[src/rtl/ysyx_23060187_bus_pkg.sv]
// Shared encodings for the NPC memory arbiter: FSM states, transaction owners,
// grant vector bit positions and default bus widths.
package ysyx_23060187_bus_pkg;

    localparam int DEF_ADDR_W = 32;
    localparam int DEF_DATA_W = 32;

    localparam int GRANT_IFU = 0;
    localparam int GRANT_LSU = 1;

    typedef enum logic [1:0] {
        ST_IDLE = 2'd0,
        ST_REQ  = 2'd1,
        ST_WAIT = 2'd2
    } state_t;

    typedef enum logic [1:0] {
        OWN_NONE = 2'd0,
        OWN_IFU  = 2'd1,
        OWN_LSU  = 2'd2
    } owner_t;

endpackage

[src/rtl/ysyx_23060187_arb_grant.sv]
// Combinational one-hot grant between IFU and LSU requests.
// YSYX_23060187_ARB_RR_EN selects round-robin; otherwise LSU has fixed priority.
module ysyx_23060187_arb_grant
    import ysyx_23060187_bus_pkg::*;
(
    input  logic       ifu_valid,
    input  logic       lsu_valid,
    input  logic       last_grant_lsu,
    output logic [1:0] grant
);

`ifdef YSYX_23060187_ARB_RR_EN
    // Under contention, the requester that was not served last goes first.
    always_comb begin
        grant = 2'b00;
        if (ifu_valid && lsu_valid) begin
            if (last_grant_lsu) grant[GRANT_IFU] = 1'b1;
            else                grant[GRANT_LSU] = 1'b1;
        end else if (lsu_valid) begin
            grant[GRANT_LSU] = 1'b1;
        end else if (ifu_valid) begin
            grant[GRANT_IFU] = 1'b1;
        end
    end
`else
    logic unused_last_grant;
    assign unused_last_grant = last_grant_lsu;

    always_comb begin
        grant = 2'b00;
        if (lsu_valid)      grant[GRANT_LSU] = 1'b1;
        else if (ifu_valid) grant[GRANT_IFU] = 1'b1;
    end
`endif

endmodule

[src/rtl/ysyx_23060187_mem_arbiter.sv]
// Two-master (IFU/LSU) to one-slave memory arbiter with one transaction in flight.
// Define YSYX_23060187_ARB_RR_EN for round-robin grant; default is fixed LSU-over-IFU priority.
module ysyx_23060187_mem_arbiter
    import ysyx_23060187_bus_pkg::*;
#(
    parameter int ADDR_W         = DEF_ADDR_W,
    parameter int DATA_W         = DEF_DATA_W,
    parameter int TIMEOUT_CYCLES = 255
) (
    input  logic                  clk,
    input  logic                  rst,

    input  logic                  ifu_req_valid,
    output logic                  ifu_req_ready,
    input  logic [ADDR_W-1:0]     ifu_req_addr,
    output logic                  ifu_resp_valid,
    output logic [DATA_W-1:0]     ifu_resp_data,
    output logic                  ifu_resp_err,

    input  logic                  lsu_req_valid,
    output logic                  lsu_req_ready,
    input  logic [ADDR_W-1:0]     lsu_req_addr,
    input  logic                  lsu_req_wen,
    input  logic [DATA_W-1:0]     lsu_req_wdata,
    input  logic [DATA_W/8-1:0]   lsu_req_wmask,
    output logic                  lsu_resp_valid,
    output logic [DATA_W-1:0]     lsu_resp_data,
    output logic                  lsu_resp_err,

    output logic                  mem_req_valid,
    input  logic                  mem_req_ready,
    output logic [ADDR_W-1:0]     mem_req_addr,
    output logic                  mem_req_wen,
    output logic [DATA_W-1:0]     mem_req_wdata,
    output logic [DATA_W/8-1:0]   mem_req_wmask,
    input  logic                  mem_resp_valid,
    input  logic [DATA_W-1:0]     mem_resp_data
);

    localparam int CNT_W = (TIMEOUT_CYCLES > 1) ? $clog2(TIMEOUT_CYCLES) : 1;

    state_t            state;
    state_t            state_next;
    owner_t            owner;
    logic [CNT_W-1:0]  cnt;
    logic [1:0]        grant;
    logic              last_grant_lsu;
    logic              ifu_hs;
    logic              lsu_hs;
    logic              timeout_hit;
    logic              resp_done;
    logic [DATA_W-1:0] resp_word;

    ysyx_23060187_arb_grant u_grant (
        .ifu_valid      (ifu_req_valid),
        .lsu_valid      (lsu_req_valid),
        .last_grant_lsu (last_grant_lsu),
        .grant          (grant)
    );

`ifdef YSYX_23060187_ARB_RR_EN
    always_ff @(posedge clk or posedge rst) begin
        if (rst)         last_grant_lsu <= 1'b0;
        else if (lsu_hs) last_grant_lsu <= 1'b1;
        else if (ifu_hs) last_grant_lsu <= 1'b0;
    end
`else
    assign last_grant_lsu = 1'b0;
`endif

    // The counter holds WAIT cycles already spent, so the hit lands on the last allowed one.
    generate
        if (TIMEOUT_CYCLES > 0) begin : g_timeout
            assign timeout_hit = (state == ST_WAIT) && !mem_resp_valid &&
                                 (cnt == CNT_W'(TIMEOUT_CYCLES - 1));
        end else begin : g_no_timeout
            assign timeout_hit = 1'b0;
        end
    endgenerate

    assign resp_done = (state == ST_WAIT) && (mem_resp_valid || timeout_hit);
    assign resp_word = (mem_resp_valid && !mem_req_wen) ? mem_resp_data : '0;
    assign ifu_hs    = ifu_req_ready && ifu_req_valid;
    assign lsu_hs    = lsu_req_ready && lsu_req_valid;

    always_ff @(posedge clk or posedge rst) begin
        if (rst) state <= ST_IDLE;
        else     state <= state_next;
    end

    always_comb begin
        state_next    = state;
        ifu_req_ready = 1'b0;
        lsu_req_ready = 1'b0;
        mem_req_valid = 1'b0;
        unique case (state)
            ST_IDLE: begin
                ifu_req_ready = grant[GRANT_IFU] && !rst;
                lsu_req_ready = grant[GRANT_LSU] && !rst;
                if ((grant != 2'b00) && !rst) state_next = ST_REQ;
            end
            ST_REQ: begin
                mem_req_valid = 1'b1;
                if (mem_req_ready) state_next = ST_WAIT;
            end
            ST_WAIT: begin
                if (resp_done) state_next = ST_IDLE;
            end
            default: state_next = ST_IDLE;
        endcase
    end

    // Request latches, wait counter and response routing back to the owner.
    always_ff @(posedge clk or posedge rst) begin
        if (rst) begin
            owner          <= OWN_NONE;
            cnt            <= '0;
            mem_req_addr   <= '0;
            mem_req_wen    <= 1'b0;
            mem_req_wdata  <= '0;
            mem_req_wmask  <= '0;
            ifu_resp_valid <= 1'b0;
            ifu_resp_data  <= '0;
            ifu_resp_err   <= 1'b0;
            lsu_resp_valid <= 1'b0;
            lsu_resp_data  <= '0;
            lsu_resp_err   <= 1'b0;
        end else begin
            ifu_resp_valid <= 1'b0;
            lsu_resp_valid <= 1'b0;

            if (lsu_hs) begin
                owner         <= OWN_LSU;
                mem_req_addr  <= lsu_req_addr;
                mem_req_wen   <= lsu_req_wen;
                mem_req_wdata <= lsu_req_wdata;
                mem_req_wmask <= lsu_req_wmask;
            end else if (ifu_hs) begin
                owner         <= OWN_IFU;
                mem_req_addr  <= ifu_req_addr;
                mem_req_wen   <= 1'b0;
                mem_req_wdata <= '0;
                mem_req_wmask <= '0;
            end

            if (state == ST_REQ && mem_req_ready) begin
                cnt <= '0;
            end else if (state == ST_WAIT && !resp_done) begin
                cnt <= cnt + CNT_W'(1);
            end

            if (resp_done) begin
                owner <= OWN_NONE;
                if (owner == OWN_IFU) begin
                    ifu_resp_valid <= 1'b1;
                    ifu_resp_data  <= resp_word;
                    ifu_resp_err   <= timeout_hit;
                end else if (owner == OWN_LSU) begin
                    lsu_resp_valid <= 1'b1;
                    lsu_resp_data  <= resp_word;
                    lsu_resp_err   <= timeout_hit;
                end
            end
        end
    end

endmodule

[config.mk]
export PLATFORM = sky130hd
export DESIGN_NAME = ysyx_23060187_mem_arbiter
export DESIGN_NICKNAME = d
export VERILOG_FILES = /design/src/rtl/ysyx_23060187_bus_pkg.sv /design/src/rtl/ysyx_23060187_arb_grant.sv /design/src/rtl/ysyx_23060187_mem_arbiter.sv
export SDC_FILE = /design/constraint.sdc
export NUM_CORES = 1
export LEC_CHECK = 0
export CAP_MARGIN = 0
export CORE_MARGIN = 2
export CORE_UTILIZATION = 40
export CTS_BUF_LIST = sky130_fd_sc_hd__clkbuf_4 sky130_fd_sc_hd__clkbuf_8
export DETAILED_ROUTE_END_ITERATION = 10
export GPL_TIMING_DRIVEN = 0
export PLACE_DENSITY = 0.79
export SETUP_SLACK_MARGIN = 0.2
export SLEW_MARGIN = 30
export SYNTH_ARGS = -nofsm -noshare
export SYNTH_HDL_FRONTEND = slang
export SYNTH_SLANG_ARGS = --single-unit
[constraint.sdc]
create_clock -name clk -period 6.1 [get_ports clk]
set_input_delay 0.915 -clock clk [delete_from_list [all_inputs] [get_ports clk]]
set_output_delay 0.915 -clock clk [all_outputs]
set_load 0.01 [all_outputs]
==> impl_metrics.yaml <==
outcome:
  outcome: "completed"
hold_path:
  hold_class: "flop to flop"
global_routing:
  track_usage: 0.246
  grt_max_degree: 76
  antenna_found_initial: 0
  grt_pass1_wl_mm: 29.8
  grt_pass1_vias: 5521
  grt_overflow: 0
synth:
  ys_seq_area_frac: 0.644
  synthArstFlopShare: 1.00
  synth_edf_count: 0
  synth_cell_types: 39
  ys_seq_elements: 149
  ys.flop_type: "dfrtp_1"
  synthCells: 483
  synth_area_per_cell_um2: 12.0
  syn_nets: 624
  syn_area_mm2: 0.00579
  ys_warn_count: 0
place:
  place.gp.congestion: 0.866
  hpwl_mm: 14.1
  port_buffers: 278
floorplan:
  die-area_mm2: 0.0155
  die_w_um: 124
  fp-row-count: 43
  initial_core_util: 0.414
  ios: 279
  core_area_mm2: 0.0140
  fp.dieH_um: 124
cells_and_area:
  final_layout_size_suffix_gt1_frac: 0.0793
  synthToLayoutAreaGrowth_pct: 60.0
  layout_commonest_cell: "clkdlybuf4s50_1"
  final_cell_mix: "278 x clkdlybuf4s50_1, 149 x dfrtp_1, 101 x a22o_1"
  diodes: 0
  nets: 922
route:
  vias: 5228
  drt-pass1-iter-count: 6
  drt_first_iter_violations: 257
  drc_errors: 0
  ant_nets: 0
  viasPerCell: 5.37
  wirelength_mm: 18.7
  wl_per_cell_um: 19.2
cts:
  cts.sinks: 149
  cts_resized: 0
  clkTransAtPathRegs_ns: 0.07
  cts_buffer_depth: 2
  clk_latency_ns: 0.44
  clock-root-buffer: "clkbuf_8"
  numCtsBuffers: 17
  cts_hold_buffers: 0
  htreeDepth: 4
  post_cts_buffers: 0
  tritoncts: "done"
power:
  ir_drop_uv: 233
  leakage_nw: 4.13
  power_mw: 4.40
  p_per_area_mw_per_mm2: 474
timing:
  hold_viol_final: 0
  hold_ws_ns: 0.501
  setup_violations: 0
  fin_crit_ns: 3.95
  max_freq_mhz: 253
  slew_viol_final: 0
  fin_skew_ns: 0.0124
  period_share: 0.648
  worst_pin_slew_ns: 0.688
  slew_headroom: 0.538
  rsz0062_at_grt: "no"
setup_path:
  arrival_ns: 3.04
  cp-start-kind: "input pin"
  cp_max_fo: 10
  cp.required_ns: 5.18
  worstSetupPathType: "input pin to output pin"
  reg2reg_slack_ns: 4.23
  end_kind: "output pin"
run:
  maxCapViolCount: 0
synthesized netlist by cell type, types with 2 or more instances:
library cell / instances / share of area
o21ai_0: 5 / 0.0043
nand2_1: 40 / 0.026
buf_1: 3 / 0.0019
a22o_1: 101 / 0.15
nand2b_1: 4 / 0.0043
inv_1: 5 / 0.0032
buf_2: 9 / 0.0078
dfrtp_1: 149 / 0.64
nor2_1: 37 / 0.024
ha_1: 2 / 0.0043
clkbuf_1: 10 / 0.0065
buf_4: 8 / 0.010
nand3_1: 7 / 0.0060
o211ai_1: 2 / 0.0026
nand2_2: 2 / 0.0022
a21oi_1: 72 / 0.062
inv_2: 2 / 0.0013
buf_6: 3 / 0.0058
o41ai_1: 2 / 0.0030
kinds of logic after synthesis:
group | after synthesis | synth area share
AO/OA/AOI/OAI | 189 | 0.234
XOR/XNOR | 1 | 0.00151
adder cells (fa/ha/maj) | 2 | 0.00432
buffers and inverters | 40 | 0.0369
flip-flops | 149 | 0.644
multiplexers | 1 | 0.00173
AND/OR/NAND/NOR | 101 | 0.0782
area by class of cell:
cell class,count,area (um^2)
fillers,1078,4720
flip-flops and latches,149,3730
repair buffers,279,2810
multi-input cells,294,1850
clock buffers,21,283
well taps,180,225
plain buffers,33,188
clock inverters,11,149
inverters,7,33.8
registers in the layout (all words and copies together), names as in the netlist, 2 cells and up:
register       cells
ifu_resp_data     32
owner              2
cnt                8
mem_req_wmask      4
lsu_resp_data     32
state              2
mem_req_addr      32
mem_req_wdata     32
power breakdown:
part / leakage, nW / internal, mW / switching [mW]
Clock: 0.212 / 0.443 / 0.373
Combinational: 2.06 / 1.11 / 0.782
Sequential: 1.86 / 1.42 / 0.273
Total: 4.13 / 2.97 / 1.43
per-stage QoR:
step	utilization	setup WS, ns	setup TNS, ns	cell area, um^2	cells
after global placement	0.629	-0.728	-107.35	8800	941
after floorplan	-	1.18	0	5790	483
after CTS	0.663	2.11	0	9270	974
after global routing	0.663	1.98	0	9270	974
final	0.663	2.15	0	9270	974
after detailed placement	0.632	2.12	0	8840	942
path summary, 6_finish.rpt:
path,startpoint,endpoint,depth (start not counted)
setup / recovery,rst,lsu_req_ready,6
hold / removal,lsu_resp_data[23],lsu_resp_data[23],1
setup reg to reg,state[0],mem_req_wdata[4],4
hold reg to reg,lsu_resp_data[23],lsu_resp_data[23],1
max in group asynchronous,rst,mem_req_addr[1],3
min in group asynchronous,rst,cnt[5],2
routing by layer:
metal / global-route usage / up-vias / wire (um)
li1: - / 2354 / -
met1: 0.287 / 2545 / 7290
met2: 0.407 / 277 / 9200
met3: 0.0769 / 52 / 1410
met4: 0.129 / 0 / 820
met5: 0 / - / 0
critical path, stage by stage:
cell	delay, ns
clkdlybuf4s50_1	0.54
nor3_2	0.29
nand2_1	0.23
inv_2	0.23
buf_4	0.24
clkdlybuf4s50_1	0.59
Note: power is estimated with default switching activity, not from simulation.
